$ cat src/rtl/pv2ooo_muldiv_wb_queue_if.sv
// Handshake bundle between issue / mul-div unit / writeback arbiter and the
// mul/div writeback queue.
interface pv2ooo_muldiv_wb_queue_if #(
    parameter int unsigned ROB_W = 4
);
    logic             tag_enq_val;
    logic             tag_enq_rdy;
    logic [4:0]       tag_enq_waddr;
    logic             tag_enq_sel_hi;
    logic [ROB_W-1:0] tag_enq_rob;

    logic [63:0]      muldivresp_msg_result;
    logic             muldivresp_val;
    logic             muldivresp_rdy;

    logic             wb_val;
    logic             wb_rdy;
    logic [4:0]       wb_waddr;
    logic [31:0]      wb_data;
    logic [ROB_W-1:0] wb_rob;

    modport master (
        output tag_enq_val, tag_enq_waddr, tag_enq_sel_hi, tag_enq_rob,
        output muldivresp_msg_result, muldivresp_val, wb_rdy,
        input  tag_enq_rdy, muldivresp_rdy, wb_val, wb_waddr, wb_data, wb_rob
    );

    modport slave (
        input  tag_enq_val, tag_enq_waddr, tag_enq_sel_hi, tag_enq_rob,
        input  muldivresp_msg_result, muldivresp_val, wb_rdy,
        output tag_enq_rdy, muldivresp_rdy, wb_val, wb_waddr, wb_data, wb_rob
    );
endinterface

$ cat src/rtl/pv2ooo_muldiv_wb_queue.sv
// In-order tag FIFO pairing mul/div responses with destination metadata, feeding
// a one-entry writeback register. Optional macro: PV2OOO_MULDIV_WB_R0_DROP_EN.
module pv2ooo_muldiv_wb_queue #(
    parameter int unsigned DEPTH = 4,
    parameter int unsigned ROB_W = 4
) (
    input  logic                     clk,
    input  logic                     reset,
    pv2ooo_muldiv_wb_queue_if.slave  bus
);
    localparam int unsigned PW = $clog2(DEPTH);
    localparam logic [PW:0] FULL_CNT = (PW+1)'(DEPTH);

    typedef struct packed {
        logic [4:0]       waddr;
        logic             sel_hi;
        logic [ROB_W-1:0] rob;
    } tag_t;

    tag_t             r_mem [DEPTH];
    logic [PW-1:0]    r_wr_ptr;
    logic [PW-1:0]    r_rd_ptr;
    logic [PW:0]      r_count;

    logic             r_wb_val;
    logic [4:0]       r_wb_waddr;
    logic [31:0]      r_wb_data;
    logic [ROB_W-1:0] r_wb_rob;

    logic             w_enq_rdy;
    logic             w_resp_rdy;
    logic             w_out_free;
    logic             w_enq_fire;
    logic             w_resp_fire;
    logic             w_wb_fire;
    logic             w_load;
    tag_t             w_head;
    logic [31:0]      w_sel_data;

    always_comb begin
        w_out_free  = !r_wb_val || bus.wb_rdy;
        w_enq_rdy   = !reset && (r_count != FULL_CNT);
        w_resp_rdy  = !reset && (r_count != '0) && w_out_free;
        w_enq_fire  = bus.tag_enq_val && w_enq_rdy;
        w_resp_fire = bus.muldivresp_val && w_resp_rdy;
        w_wb_fire   = r_wb_val && bus.wb_rdy;
        w_head      = r_mem[r_rd_ptr];
        w_sel_data  = w_head.sel_hi ? bus.muldivresp_msg_result[63:32]
                                    : bus.muldivresp_msg_result[31:0];
`ifdef PV2OOO_MULDIV_WB_R0_DROP_EN
        w_load      = w_resp_fire && (w_head.waddr != '0);
`else
        w_load      = w_resp_fire;
`endif
    end

    assign bus.tag_enq_rdy    = w_enq_rdy;
    assign bus.muldivresp_rdy = w_resp_rdy;
    assign bus.wb_val         = r_wb_val;
    assign bus.wb_waddr       = r_wb_waddr;
    assign bus.wb_data        = r_wb_data;
    assign bus.wb_rob         = r_wb_rob;

    always_ff @(posedge clk) begin
        if (w_enq_fire) begin
            r_mem[r_wr_ptr] <= {bus.tag_enq_waddr, bus.tag_enq_sel_hi, bus.tag_enq_rob};
        end
    end

    always_ff @(posedge clk or posedge reset) begin
        if (reset) begin
            r_wr_ptr <= '0;
            r_rd_ptr <= '0;
            r_count  <= '0;
        end else begin
            if (w_enq_fire) r_wr_ptr <= r_wr_ptr + 1'b1;
            if (w_resp_fire) r_rd_ptr <= r_rd_ptr + 1'b1;
            if (w_enq_fire && !w_resp_fire) begin
                r_count <= r_count + 1'b1;
            end else if (!w_enq_fire && w_resp_fire) begin
                r_count <= r_count - 1'b1;
            end
        end
    end

    // A response only fires when the register is free, so a dropped r0 result
    // always leaves wb_val low.
    always_ff @(posedge clk or posedge reset) begin
        if (reset) begin
            r_wb_val   <= 1'b0;
            r_wb_waddr <= '0;
            r_wb_data  <= '0;
            r_wb_rob   <= '0;
        end else if (w_load) begin
            r_wb_val   <= 1'b1;
            r_wb_waddr <= w_head.waddr;
            r_wb_data  <= w_sel_data;
            r_wb_rob   <= w_head.rob;
        end else if (w_resp_fire || w_wb_fire) begin
            r_wb_val   <= 1'b0;
        end
    end
endmodule

$ cat src/flat_wrapper.sv
// flat-port wrapper written by rule: the top's interface ports become plain ports
module pv2ooo_muldiv_wb_queue_flat 
#(
    parameter int unsigned DEPTH = 4,
    parameter int unsigned ROB_W = 4
)
  (clk, reset, bus_tag_enq_val, bus_tag_enq_waddr, bus_tag_enq_sel_hi, bus_tag_enq_rob, bus_muldivresp_msg_result, bus_muldivresp_val, bus_wb_rdy, bus_tag_enq_rdy, bus_muldivresp_rdy, bus_wb_val, bus_wb_waddr, bus_wb_data, bus_wb_rob);
  pv2ooo_muldiv_wb_queue_if #(.ROB_W(ROB_W)) bus_i ();
  input  logic clk;
  input  logic reset;
  input wire logic [$bits(bus_i.tag_enq_val)-1:0] bus_tag_enq_val;
  input wire logic [$bits(bus_i.tag_enq_waddr)-1:0] bus_tag_enq_waddr;
  input wire logic [$bits(bus_i.tag_enq_sel_hi)-1:0] bus_tag_enq_sel_hi;
  input wire logic [$bits(bus_i.tag_enq_rob)-1:0] bus_tag_enq_rob;
  input wire logic [$bits(bus_i.muldivresp_msg_result)-1:0] bus_muldivresp_msg_result;
  input wire logic [$bits(bus_i.muldivresp_val)-1:0] bus_muldivresp_val;
  input wire logic [$bits(bus_i.wb_rdy)-1:0] bus_wb_rdy;
  output wire logic [$bits(bus_i.tag_enq_rdy)-1:0] bus_tag_enq_rdy;
  output wire logic [$bits(bus_i.muldivresp_rdy)-1:0] bus_muldivresp_rdy;
  output wire logic [$bits(bus_i.wb_val)-1:0] bus_wb_val;
  output wire logic [$bits(bus_i.wb_waddr)-1:0] bus_wb_waddr;
  output wire logic [$bits(bus_i.wb_data)-1:0] bus_wb_data;
  output wire logic [$bits(bus_i.wb_rob)-1:0] bus_wb_rob;
  assign bus_i.tag_enq_val = bus_tag_enq_val;
  assign bus_i.tag_enq_waddr = bus_tag_enq_waddr;
  assign bus_i.tag_enq_sel_hi = bus_tag_enq_sel_hi;
  assign bus_i.tag_enq_rob = bus_tag_enq_rob;
  assign bus_i.muldivresp_msg_result = bus_muldivresp_msg_result;
  assign bus_i.muldivresp_val = bus_muldivresp_val;
  assign bus_i.wb_rdy = bus_wb_rdy;
  assign bus_tag_enq_rdy = bus_i.tag_enq_rdy;
  assign bus_muldivresp_rdy = bus_i.muldivresp_rdy;
  assign bus_wb_val = bus_i.wb_val;
  assign bus_wb_waddr = bus_i.wb_waddr;
  assign bus_wb_data = bus_i.wb_data;
  assign bus_wb_rob = bus_i.wb_rob;
  pv2ooo_muldiv_wb_queue #(.DEPTH(DEPTH), .ROB_W(ROB_W)) u_core (.clk(clk), .reset(reset), .bus(bus_i));
endmodule
$ cat config.mk
export PLATFORM = sky130hd
export DESIGN_NAME = pv2ooo_muldiv_wb_queue_flat
export DESIGN_NICKNAME = d
export VERILOG_FILES = /design/src/rtl/pv2ooo_muldiv_wb_queue_if.sv /design/src/rtl/pv2ooo_muldiv_wb_queue.sv /design/src/flat_wrapper.sv
export SDC_FILE = /design/constraint.sdc
export NUM_CORES = 1
export LEC_CHECK = 0
export ABC_AREA = 1
export BUFFER_PORTS_ARGS = -buffer_cell sky130_fd_sc_hd__buf_2
export CAP_MARGIN = 20
export CORE_ASPECT_RATIO = 0.6
export CORE_UTILIZATION = 52
export CTS_CLUSTER_DIAMETER = 100
export DETAILED_ROUTE_END_ITERATION = 12
export HOLD_SLACK_MARGIN = 0.08
export PLACE_DENSITY = 0.8
export SYNTH_ARGS = -nofsm -noshare
export SYNTH_HDL_FRONTEND = slang
export SYNTH_SLANG_ARGS = --single-unit
$ cat constraint.sdc
create_clock -name clk -period 2.6 [get_ports clk]
set_input_delay 0.52 -clock clk [delete_from_list [all_inputs] [get_ports clk]]
set_output_delay 0.52 -clock clk [all_outputs]
set_load 0.05 [all_outputs]
==> out/metrics.yaml <==
logic_synthesis:
  syn_area_um2: 4136
  synth_edf_count: 40
  async_flop_share_pct: 55.06
  syn_avg_cell_area_um2: 8.690
  synth_cell_types: 19
  ys_ff_latch: 89
  yosysWarnings: 0
  synth_cells: 476
  synth_top_flop_cell: "dfrtp_1"
  syn-num-nets: 561
  ys_seq_area_share_pct: 58.68
job:
  max_cap_viol_count: 0
pwr:
  intPower_mw: 3.428
  seq_power_share_pct: 33.3
  pwr_density_cell_nw_per_um2: 1249
  switching_share_pct: 46.61
  ir_drop_uv: 616.5
  combPwrFrac_pct: 47.2
  total_power_mw: 6.421
  power.clock.fraction_pct: 19.5
  p_sw_mw: 2.993
  leakage_nw: 2.757
global_routing:
  grt_pass1_vias: 3102
  grt_max_degree: 50
  grt_pass1_wl_um: 14430
  antenna_found_initial: 0
  grt_usage_pct: 22.95
  grt_overflow_total: 0
placement:
  globalplace.congestion: 0.7777
  io_buffers: 122
  dpl.hpwl_um: 6061
sta:
  setup_viol: 0
  timing_hold_violations_final: 0
  period_share_pct: 75.10
  finalMaxSlewViolations: 0
  fmax_mhz: 512.2
  relSlewSlack_pct: 57.53
  min_period_ps: 1952
  tightest_slew_ps: 637.1
  rsz0062_at_grt: "no"
  tns_ps: 0
  clock_skew_ps: 7.032
  whs_ps: 407.0
detailed_routing:
  firstDrtPassIters: 6
  ant_nets: 0
  drt-wirelength-per-cell_um: 12.66
  drt_iter0_drc: 169
  drt-total-wl_um: 8953
  vias: 3412
  vias_per_cell: 4.826
  route.detailed.drc: 0
setup_path:
  path_cells: "inv_1 > nand3_1 > nand2_1 > nor2_4 > inv_2 > ha_1 > inv_1 > fa_1 > a21oi_1 > o21ai_0 > xor2_1"
  startpoint_type: "flip-flop"
  crit_top_cell: "inv_1"
  path_max_fanout: 4
  cp-end-kind: "flip-flop"
  path_buf_inv: 3
  cp_data_required_time_ps: 2800
  cp_slowest_cell: "dfrtp_1"
  setup.worst_path.class: "flip-flop to flip-flop"
  slowest_delay_ps: 400
  crit_family: "adder cells"
  crit_arrival_ps: 2160
floorplanning:
  std_cell_rows: 24
  dieArea_um2: 8327
  start_util_pct: 55.32
  die_x_um: 117.1
  io_pins: 123
  coreArea_um2: 7477
  die_h_um: 71.09
finish:
  n_fill_cell: 599
  final_layout_size_suffix_gt1_share_pct: 25.58
  nNetsFinal: 682
  area_growth_pct: 24.23
cts:
  htree_num_levels: 3
  cts_tree: "built"
  cts_buffers: 9
  cts.path.max_buffers: 2
  post-cts-setup-buffer-count: 0
  cts_sinks: 89
  clk_pin_slew_ps: 60
  post_cts_resized: 0
  root_buffer: "clkbuf_16"
  clk_latency_ps: 330
  hold_buffers: 0
hold_path:
  hp-class: "primary input to flip-flop"
status:
  status: "completed"
cells by family after synthesis:
family          after synthesis  share of synthesized area, %
simple gates                238                         23.93
buf+inv                     105                         10.41
flops                        89                         58.68
compound gates               34                         4.144
fa+ha+maj                     6                         1.996
xor+xnor                      4                        0.8471
area by class of cell:
| class | instances | area [µm²] | area share, % |
|---|---|---|---|
| Tap cell | 104 | 130.1 | 2.532 |
| Clock inverter | 3 | 40.04 | 0.7792 |
| Multi-Input combinational cell | 282 | 1284 | 24.98 |
| Antenna cell | 1 | 2.502 | 0.04870 |
| Sequential cell | 89 | 2427 | 47.24 |
| Inverter | 82 | 311.5 | 6.063 |
| Timing Repair Buffer | 133 | 693.2 | 13.49 |
| Clock buffer | 13 | 250.2 | 4.870 |
power by group through the flow:
stage | clock, mW | combinational [mW] | sequential, mW
after floorplan | 0 | 1.25 | 3.24
after global placement | 0 | 2.98 | 2.14
after detailed placement | 0 | 3.05 | 2.15
after CTS | 1.28 | 3.06 | 2.14
after global routing | 1.33 | 3.31 | 2.19
final | 1.25 | 3.03 | 2.14
worst paths after layout:
path | slack, ps | to | startpoint | cells after the start
worst max-delay path | 650 | u_core.r_count[2] | u_core.r_count[1] | 11
worst min-delay path | 410 | u_core.r_mem[3][4] | bus_tag_enq_sel_hi | 1
worst max register to register | 650 | u_core.r_count[2] | u_core.r_count[1] | 11
worst min register to register | 470 | u_core.bus.wb_rob[2] | u_core.bus.wb_rob[2] | 2
max in group asynchronous | 1740 | u_core.bus.wb_rob[2] | reset | 3
min in group asynchronous | 420 | u_core.bus.wb_val | reset | 3
per-stage QoR:
step | cells | cell area [µm²] | util (%) | setup slack [ps]
CTS | 706 | 5136 | 68.69 | 644.7
global placement | 690 | 4846 | 64.81 | 559.9
detailed placement | 690 | 4846 | 64.81 | 510.2
finish | 707 | 5139 | 68.72 | 647.5
global route | 706 | 5136 | 68.69 | 493.5
floorplan | 476 | 4145 | - | 42.29
sequential cells by signal (all words and copies together) (netlist names):
| name | flops |
|---|---|
| u_core.r_mem | 40 |
| u_core.r_wr_ptr | 2 |
| u_core.bus.wb_val | 1 |
| u_core.bus.wb_data | 32 |
| u_core.r_count | 3 |
| u_core.bus.wb_rob | 4 |
| u_core.r_rd_ptr | 2 |
| u_core.bus.wb_waddr | 5 |
Yosys cell counts (3+ instances only):
cell type | instances | area share, %
a21oi_1 | 3 | 0.36
o21ai_1 | 11 | 1.3
xor2_1 | 3 | 0.64
buf_2 | 20 | 2.4
buf_4 | 3 | 0.54
edfxtp_1 | 40 | 29
inv_1 | 78 | 7.1
inv_2 | 4 | 0.36
o21ai_0 | 19 | 2.3
nand3_1 | 69 | 8.3
nand2_1 | 135 | 12
ha_1 | 5 | 1.5
dfrtp_1 | 49 | 30
nor2_1 | 32 | 2.9
worst reg2reg max path, cell delays in order (launching register included):
cell and delay [ps]:
dfrtp_1 400, inv_1 140, nand3_1 90, nand2_1 130, nor2_4 50, inv_2 50
ha_1 130, inv_1 60, fa_1 370, a21oi_1 140, o21ai_0 110, xor2_1 150
placed cells by master, fill, tap and decap left out:
master / count
nand2_1: 135
buf_2: 122
inv_1: 77
nand3_1: 68
dfrtp_1: 49
edfxtp_1: 40
nor2_1: 32
o21ai_0: 19
o21ai_1: 11
buf_4: 11
clkbuf_16: 9
ha_1: 5
inv_2: 4
a21oi_1: 3
xor2_1: 3
clkbuf_1: 3
clkinv_2: 2
diode_2: 1
nand2_2: 1
nor2_4: 1
clkinvlp_4: 1
nand3_2: 1
a31oi_1: 1
xnor2_1: 1
fa_1: 1
clkbuf_8: 1
bufinv_16: 1
per-layer routing:
| layer | share of wire, % | vias up | GRT usage [%] |
|---|---|---|---|
| met4 | 0.68 | 0 | 5.626 |
| met5 | 0 | - | 0 |
| met3 | 5.4 | 8 | 5.913 |
| li1 | - | 1727 | - |
| met2 | 48 | 87 | 38.30 |
| met1 | 46 | 1590 | 30.14 |
No activity file was read; power rests on OpenSTA's default activity.
